[config.mk]
export PLATFORM = sky130hd
export DESIGN_NAME = sha256_msg_padder
export DESIGN_NICKNAME = d
export VERILOG_FILES = /design/src/rtl/sha256_msg_padder.sv
export SDC_FILE = /design/constraint.sdc
export NUM_CORES = 2
export LEC_CHECK = 0
export CELL_PAD_IN_SITES_DETAIL_PLACEMENT = 1
export CELL_PAD_IN_SITES_GLOBAL_PLACEMENT = 2
export CORE_AREA = 2 2 516 518
export CTS_CLUSTER_DIAMETER = 150
export DETAILED_ROUTE_END_ITERATION = 10
export DIE_AREA = 0 0 518 520
export GPL_TIMING_DRIVEN = 0
export PLACE_DENSITY = 0.7
export SETUP_SLACK_MARGIN = 0.1
export SYNTH_ARGS = -nofsm -noshare
export SYNTH_HDL_FRONTEND = slang
export SYNTH_SLANG_ARGS = --single-unit
[constraint.sdc]
create_clock -name CLK -period 6.5 [get_ports CLK]
set_input_delay 0.975 -clock CLK [delete_from_list [all_inputs] [get_ports CLK]]
set_output_delay 0.975 -clock CLK [all_outputs]
set_load 0.005 [all_outputs]
[src/rtl/sha256_msg_padder.sv]
// sha256_msg_padder: front end for a SHA-256 compression core.
// Takes a message as 32-bit big-endian words, applies the standard padding
// (0x80, zero fill, 64-bit bit length) and builds 512-bit blocks. It starts
// the core on each block and chains the digest the core returns into the
// next block. The final digest is presented on hash_out together with a
// one-cycle done pulse.
// Optional build macro SHA256_PADDER_IV_LOAD_EN: adds iv_in/iv_bytes so that
// a message can resume from a precomputed chaining state and byte count.
module sha256_msg_padder #(
  parameter int unsigned  LEN_W    = 64,
  parameter logic [255:0] IV_CONST = 256'h6a09e667_bb67ae85_3c6ef372_a54ff53a_510e527f_9b05688c_1f83d9ab_5be0cd19
) (
  input  logic         CLK,
  input  logic         RST,
  input  logic         in_valid,
  output logic         in_ready,
  input  logic [31:0]  in_data,
  input  logic         in_last,
  input  logic [2:0]   in_nbytes,
  output logic         core_start,
  output logic [511:0] core_message,
  output logic [255:0] core_digest,
  input  logic [255:0] core_result,
  input  logic         core_valid,
  output logic [255:0] hash_out,
  output logic         done
`ifdef SHA256_PADDER_IV_LOAD_EN
  ,
  input  logic [255:0] iv_in,
  input  logic [63:0]  iv_bytes
`endif
);

  typedef enum logic [2:0] {
    S_FILL, S_PAD, S_ISSUE, S_WAIT, S_LENBLK, S_DONE
  } state_t;

  state_t state, state_nxt;

  logic [4:0]       idx;         // next word slot in the current block
  logic [LEN_W-1:0] byte_cnt;    // message bytes accepted so far
  logic [2:0]       last_nb;     // effective byte count of the latest word
  logic             more;        // block filled with message still running
  logic             final_blk;   // block in flight carries the length
  logic             pend_80;     // 0x80 marker deferred to the length block
  logic             first_word;  // next accepted word opens a new message

  logic             accept;
  logic [2:0]       nb_eff;
  logic [31:0]      in_masked;
  logic [LEN_W-1:0] cnt_base;
  logic [63:0]      bit_len;
  logic [4:0]       last_slot;
  logic [4:0]       mark_slot;
  logic [31:0]      last_word;
  logic [31:0]      mark_word;

  assign accept    = in_valid && in_ready;
  // Non-final words always count as four bytes; oversized counts clamp to four.
  assign nb_eff    = (!in_last || in_nbytes > 3'd4) ? 3'd4 : in_nbytes;
  // Bytes past the valid count are cleared so padding can OR in the marker.
  assign in_masked = in_data & ~(32'hffff_ffff >> {nb_eff, 3'b000});

`ifdef SHA256_PADDER_IV_LOAD_EN
  // A resumed message continues from a whole number of 64-byte blocks.
  assign cnt_base  = first_word ? LEN_W'({iv_bytes[63:6], 6'b000000}) : byte_cnt;
`else
  assign cnt_base  = first_word ? '0 : byte_cnt;
`endif

  assign bit_len   = 64'({byte_cnt, 3'b000});
  assign last_slot = idx - 5'd1;
  // A full last word pushes the marker into the following slot (16 = next block).
  assign mark_slot = (last_nb == 3'd4) ? idx : last_slot;
  assign last_word = core_message[{4'd15 - last_slot[3:0], 5'b00000} +: 32];
  assign mark_word = last_word | (32'h8000_0000 >> {last_nb, 3'b000});

  // State register.
  always_ff @(posedge CLK) begin
    // NOTE: sequential state uses non-blocking assignments so every register
    // samples pre-edge values, independent of block evaluation order.
    if (RST) state <= S_FILL;
    else     state <= state_nxt;
  end

  // Next-state logic.
  always_comb begin
    // NOTE: default assignment first, so no path leaves state_nxt unassigned
    // and no latch is inferred.
    state_nxt = state;
    case (state)
      S_FILL:   if (accept) begin
                  if (in_last)             state_nxt = S_PAD;
                  else if (idx == 5'd15)   state_nxt = S_ISSUE;
                end
      S_PAD:    state_nxt = S_ISSUE;
      S_ISSUE:  state_nxt = S_WAIT;
      S_WAIT:   if (core_valid) begin
                  if (more)                state_nxt = S_FILL;
                  else if (!final_blk)     state_nxt = S_LENBLK;
                  else                     state_nxt = S_DONE;
                end
      S_LENBLK: state_nxt = S_ISSUE;
      S_DONE:   state_nxt = S_FILL;
      default:  state_nxt = S_FILL;
    endcase
  end

  // Moore outputs decoded from the state.
  always_comb begin
    in_ready   = 1'b0;
    core_start = 1'b0;
    done       = 1'b0;
    case (state)
      S_FILL:  in_ready   = 1'b1;
      S_ISSUE: core_start = 1'b1;
      S_DONE:  done       = 1'b1;
      default: ;
    endcase
  end

  // Block assembly, padding, digest chaining and byte counting.
  always_ff @(posedge CLK) begin
    if (RST) begin
      // NOTE: the block buffer is a plain register with a defined reset value,
      // not a RAM, so clearing it here is intended.
      core_message <= '0;
      core_digest  <= IV_CONST;
      hash_out     <= '0;
      idx          <= '0;
      byte_cnt     <= '0;
      last_nb      <= '0;
      more         <= 1'b0;
      final_blk    <= 1'b0;
      pend_80      <= 1'b0;
      first_word   <= 1'b1;
    end else begin
      case (state)
        S_FILL: if (accept) begin
          core_message[{4'd15 - idx[3:0], 5'b00000} +: 32] <= in_masked;
          idx        <= idx + 5'd1;
          byte_cnt   <= cnt_base + LEN_W'(nb_eff);
          last_nb    <= nb_eff;
          first_word <= 1'b0;
          more       <= !in_last && (idx == 5'd15);
`ifdef SHA256_PADDER_IV_LOAD_EN
          if (first_word) core_digest <= iv_in;
`endif
        end
        S_PAD: begin
          for (int i = 0; i < 16; i++)
            if (5'(i) > mark_slot) core_message[(15 - i) * 32 +: 32] <= '0;
          if (last_nb != 3'd4)
            core_message[{4'd15 - last_slot[3:0], 5'b00000} +: 32] <= mark_word;
          else if (idx != 5'd16)
            core_message[{4'd15 - idx[3:0], 5'b00000} +: 32] <= 32'h8000_0000;
          pend_80 <= (mark_slot == 5'd16);
          if (mark_slot <= 5'd13) begin
            core_message[63:0] <= bit_len;
            final_blk          <= 1'b1;
          end else begin
            final_blk          <= 1'b0;
          end
        end
        S_WAIT: if (core_valid) begin
          core_digest <= core_result;
          if (more) begin
            idx  <= '0;
            more <= 1'b0;
          end else if (final_blk) begin
            // Loaded here so hash_out is already valid while done is high.
            hash_out <= core_result;
          end
        end
        S_LENBLK: begin
          core_message <= {pend_80 ? 32'h8000_0000 : 32'h0, 416'b0, bit_len};
          final_blk    <= 1'b1;
          pend_80      <= 1'b0;
        end
        S_DONE: begin
          core_digest <= IV_CONST;
          idx         <= '0;
          byte_cnt    <= '0;
          last_nb     <= '0;
          final_blk   <= 1'b0;
          pend_80     <= 1'b0;
          first_word  <= 1'b1;
        end
        default: ;
      endcase
    end
  end

endmodule

==> impl_metrics.ini <==
[status]
status = finished, violations left
violations = max-capacitance violations, max-slew violations

[power_and_ir_drop]
sw_frac_of_total_pct = 34.7
ir_worst_vdd_uv = 274
p_switching_mw = 6.73
powerDensity_nw_per_um2 = 262
pwr-share-comb_pct = 19.2
power.leakage_nw = 24.3
p_total_mw = 19.4
seqPwrFrac_pct = 36.2
pwr-share-clk_pct = 44.6
intPower_mw = 12.6

[clocking]
clock_latency_ps = 840
cts-htree-levels = 4
cts-buffers-inserted = 148
clock_path_buffers = 3
cts_hold_buf = 0
cts_num_sinks = 1100
cts_root_buf = clkbuf_16
cts_tree = yes
cts.clk_slew.worst_paths_ps = 60

[run]
maxCapViolations = 3

[placement]
gp_congestion = 1.03
dp_hpwl_microns = 365000
io_buffers = 1322
dpl-instance-area_sq_um = 68600

[setup_path]
worstPathCellList = buf_2 -> buf_6 -> buf_2 -> buf_6 -> inv_1 -> ha_1 -> buf_2 -> buf_4 -> buf_4 -> nor3_2 -> buf_2 -> nor2_1 -> nor2_1 -> clkbuf_1 -> nand2_1 -> a221oi_1
crit_type = reg -> reg
crit_path_frequent_cell = buf_2
cp-end-kind = flop
crit_start = idx[0]
crit_fanout = 10
cp.required_ps = 7210
crit_slowest_cell = nor3_2
crit_path_start_kind = flop
reg2regPathDepth = 16
cp_data_arrival_time_ps = 7140
slowest_delay_ps = 790
r2r-start = idx[0]

[synth]
yosys-mux-area-fraction_pct = 5.81
synthFlopType = dfxtp_1
synth_top_family_by_area = compound AO/OA/AOI/OAI gates
ys_ff_latch = 1100
yosysSeqAreaShare_pct = 43.3
synth_fa_ha_area_share_pct = 0.286
yosys_warnings = 0
synth_edf_count = 0
synthCells = 5828
synthArstFlopShare_pct = 0
synth_compound_area_share_pct = 31.4
synth_cell_types = 85
synth-simple-area-share_pct = 13.5
mappedNetlistArea_sq_um = 50800
syn_nets = 6135
synth-xor-area-share_pct = 0.256
avgSynthCellArea_sq_um = 8.72

[routing]
first_pass_iters = 6
drt_iter0_markers = 8505
via_count = 62100
via_per_inst = 5.65
drc = 0
wirelength_microns = 443000
route.detailed.wl_per_inst_microns = 40.3
ant_nets = 0

[timing]
fmax_mhz = 156
rsz0062_at_grt = no
period_needed_ps = 6430
slew_headroom_pct = -8.07
hold_violations = 0
period_share_pct = 98.9
slew_violations = 30
setup_viol = 0
fin_setup_tns_ps = 0
fin_skew_ps = 53.0
worst-slew-pin-transition_ps = 1620

[cells_and_area]
fillCellCount = 30700
finish.instance_area_sq_um = 73900
syn_to_final_growth_pct = 45.4
layout_common_cells = 1322 x clkdlybuf4s50_1, 1100 x dfxtp_1, 903 x nand2_1
multiInputGateArea_sq_um = 26200
drive_above_1_share_pct = 9.11
regArea_sq_um = 22000
layout.nets = 7617
final_common_cell = clkdlybuf4s50_1

[floorplan]
rows = 189
chipWidth_microns = 518
dieArea_sq_um = 269000
ios = 1323
start_util_pct = 19.3
core_sq_um = 264000
die-height_microns = 520

[global_routing]
grt.total_usage_pct = 31.3
grt_pass1_wl_microns = 576000
grt_max_degree = 17
first_global_vias = 59900
antenna_found_initial = 60
overflow = 0

[worst_hold_path]
hold_depth = 2
hold_start = hash_out[111]
hold_class = reg -> reg
==> cell families after synthesis <==
| kind of cell | Yosys count |
|---|---|
| adders and majority gates | 11 |
| and+or+nand+nor | 1586 |
| muxes | 136 |
| buffers and inverters | 695 |
| AOI/OAI and AO/OA | 2286 |
| DFF | 1100 |
| xor gates and xnor gates | 14 |
==> metal layers <==
| layer | wire length (microns) | track usage [%] |
|---|---|---|
| met1 | 187000 | 41.7 |
| met2 | 182000 | 45.0 |
| met3 | 49600 | 11.0 |
| met4 | 23500 | 14.2 |
| met5 | 232 | 0 |
==> metrics by stage <==
| stage | util (%) | worst slack (ps) | cells | hold WS, ps |
|---|---|---|---|---|
| after floorplan | - | 2330 | 5828 | 441 |
| after global placement | 25.9 | -2310 | 10700 | 442 |
| after detailed placement | 26.0 | -1100 | 10700 | 450 |
| after CTS | 27.9 | 103 | 11000 | 458 |
| after global routing | 28.0 | 118 | 11000 | 474 |
| final | 28.0 | 74.1 | 11000 | 454 |
==> worst max-delay path, delay by kind of cell (launching register included) <==
| kind | cells | cell delay (ps) |
|---|---|---|
| buffers and inverters | 10 | 3660 |
| and+or+nand+nor | 4 | 1390 |
| DFF | 1 | 480 |
| adders and majority gates | 1 | 410 |
| AOI/OAI and AO/OA | 1 | 310 |
==> cell type report <==
type	instances	share of cell area, %
multi-input combinational	4033	35.5
sequential	1100	29.8
timing repair buffer	1332	18.1
tap	3533	5.98
clock buffer	205	5.79
buffer	647	3.57
clock inverter	65	0.990
inverter	48	0.244
antenna	25	0.0846
==> worst paths after layout <==
check                       end  slack (ps)
setup / recovery           flop          70
setup reg to reg           flop          70
hold / removal    hash_out[111]         450
hold reg to reg   hash_out[111]         450
==> synth_stat cells, types with 8 or more instances <==
master | count | area, sq um
dfxtp_1 | 1100 | 22000
nand2_1 | 903 | 3390
a21oi_1 | 597 | 2990
clkbuf_1 | 516 | 1940
o22ai_1 | 343 | 2150
o21ai_0 | 291 | 1460
nor2_1 | 288 | 1080
a22o_1 | 257 | 2250
a221o_1 | 136 | 1360
nand3_1 | 128 | 641
mux4_2 | 127 | 2860
o221a_2 | 120 | 1350
buf_2 | 101 | 505
a211oi_1 | 92 | 691
a22oi_1 | 65 | 488
nor3_1 | 62 | 310
inv_1 | 47 | 176
a21o_1 | 41 | 308
o32ai_1 | 39 | 342
o221ai_1 | 37 | 324
a32o_1 | 34 | 340
nand4_1 | 29 | 181
nor2b_1 | 29 | 181
a211o_1 | 27 | 236
a221oi_1 | 26 | 228
a32oi_1 | 24 | 210
buf_1 | 23 | 86.3
a31oi_1 | 22 | 138
and3_1 | 21 | 131
o31ai_1 | 21 | 158
nand2b_1 | 20 | 125
and2_1 | 18 | 113
nor4_1 | 17 | 106
o21ai_1 | 17 | 85.1
o211ai_1 | 15 | 113
o41ai_1 | 15 | 131
o21a_1 | 12 | 90.1
ha_1 | 10 | 125
nor3b_1 | 10 | 75.1
nand3b_1 | 9 | 67.6
xnor2_1 | 9 | 78.8
o2bb2ai_1 | 8 | 70.1
==> power by group through the flow <==
stage / Clock [mW] / Sequential, mW / Combinational [mW]
finish: 8.63 / 7.02 / 3.72
CTS: 8.72 / 7.01 / 3.53
floorplan: 0 / 7.05 / 1.51
global placement: 0 / 7.16 / 3.46
global route: 8.98 / 7.01 / 3.74
detailed placement: 0 / 7.16 / 3.50
==> repair_timing <==
item | CTS | global route
resized for setup | 30 | 35
pin swaps | 0 | 1
setup endpoints to repair | 410 | 321
cloned | 0 | 0
buffers inserted | 0 | 3
endpoints found under the hold margin | 0 | 0
Note: power is estimated with default switching activity, not from simulation.
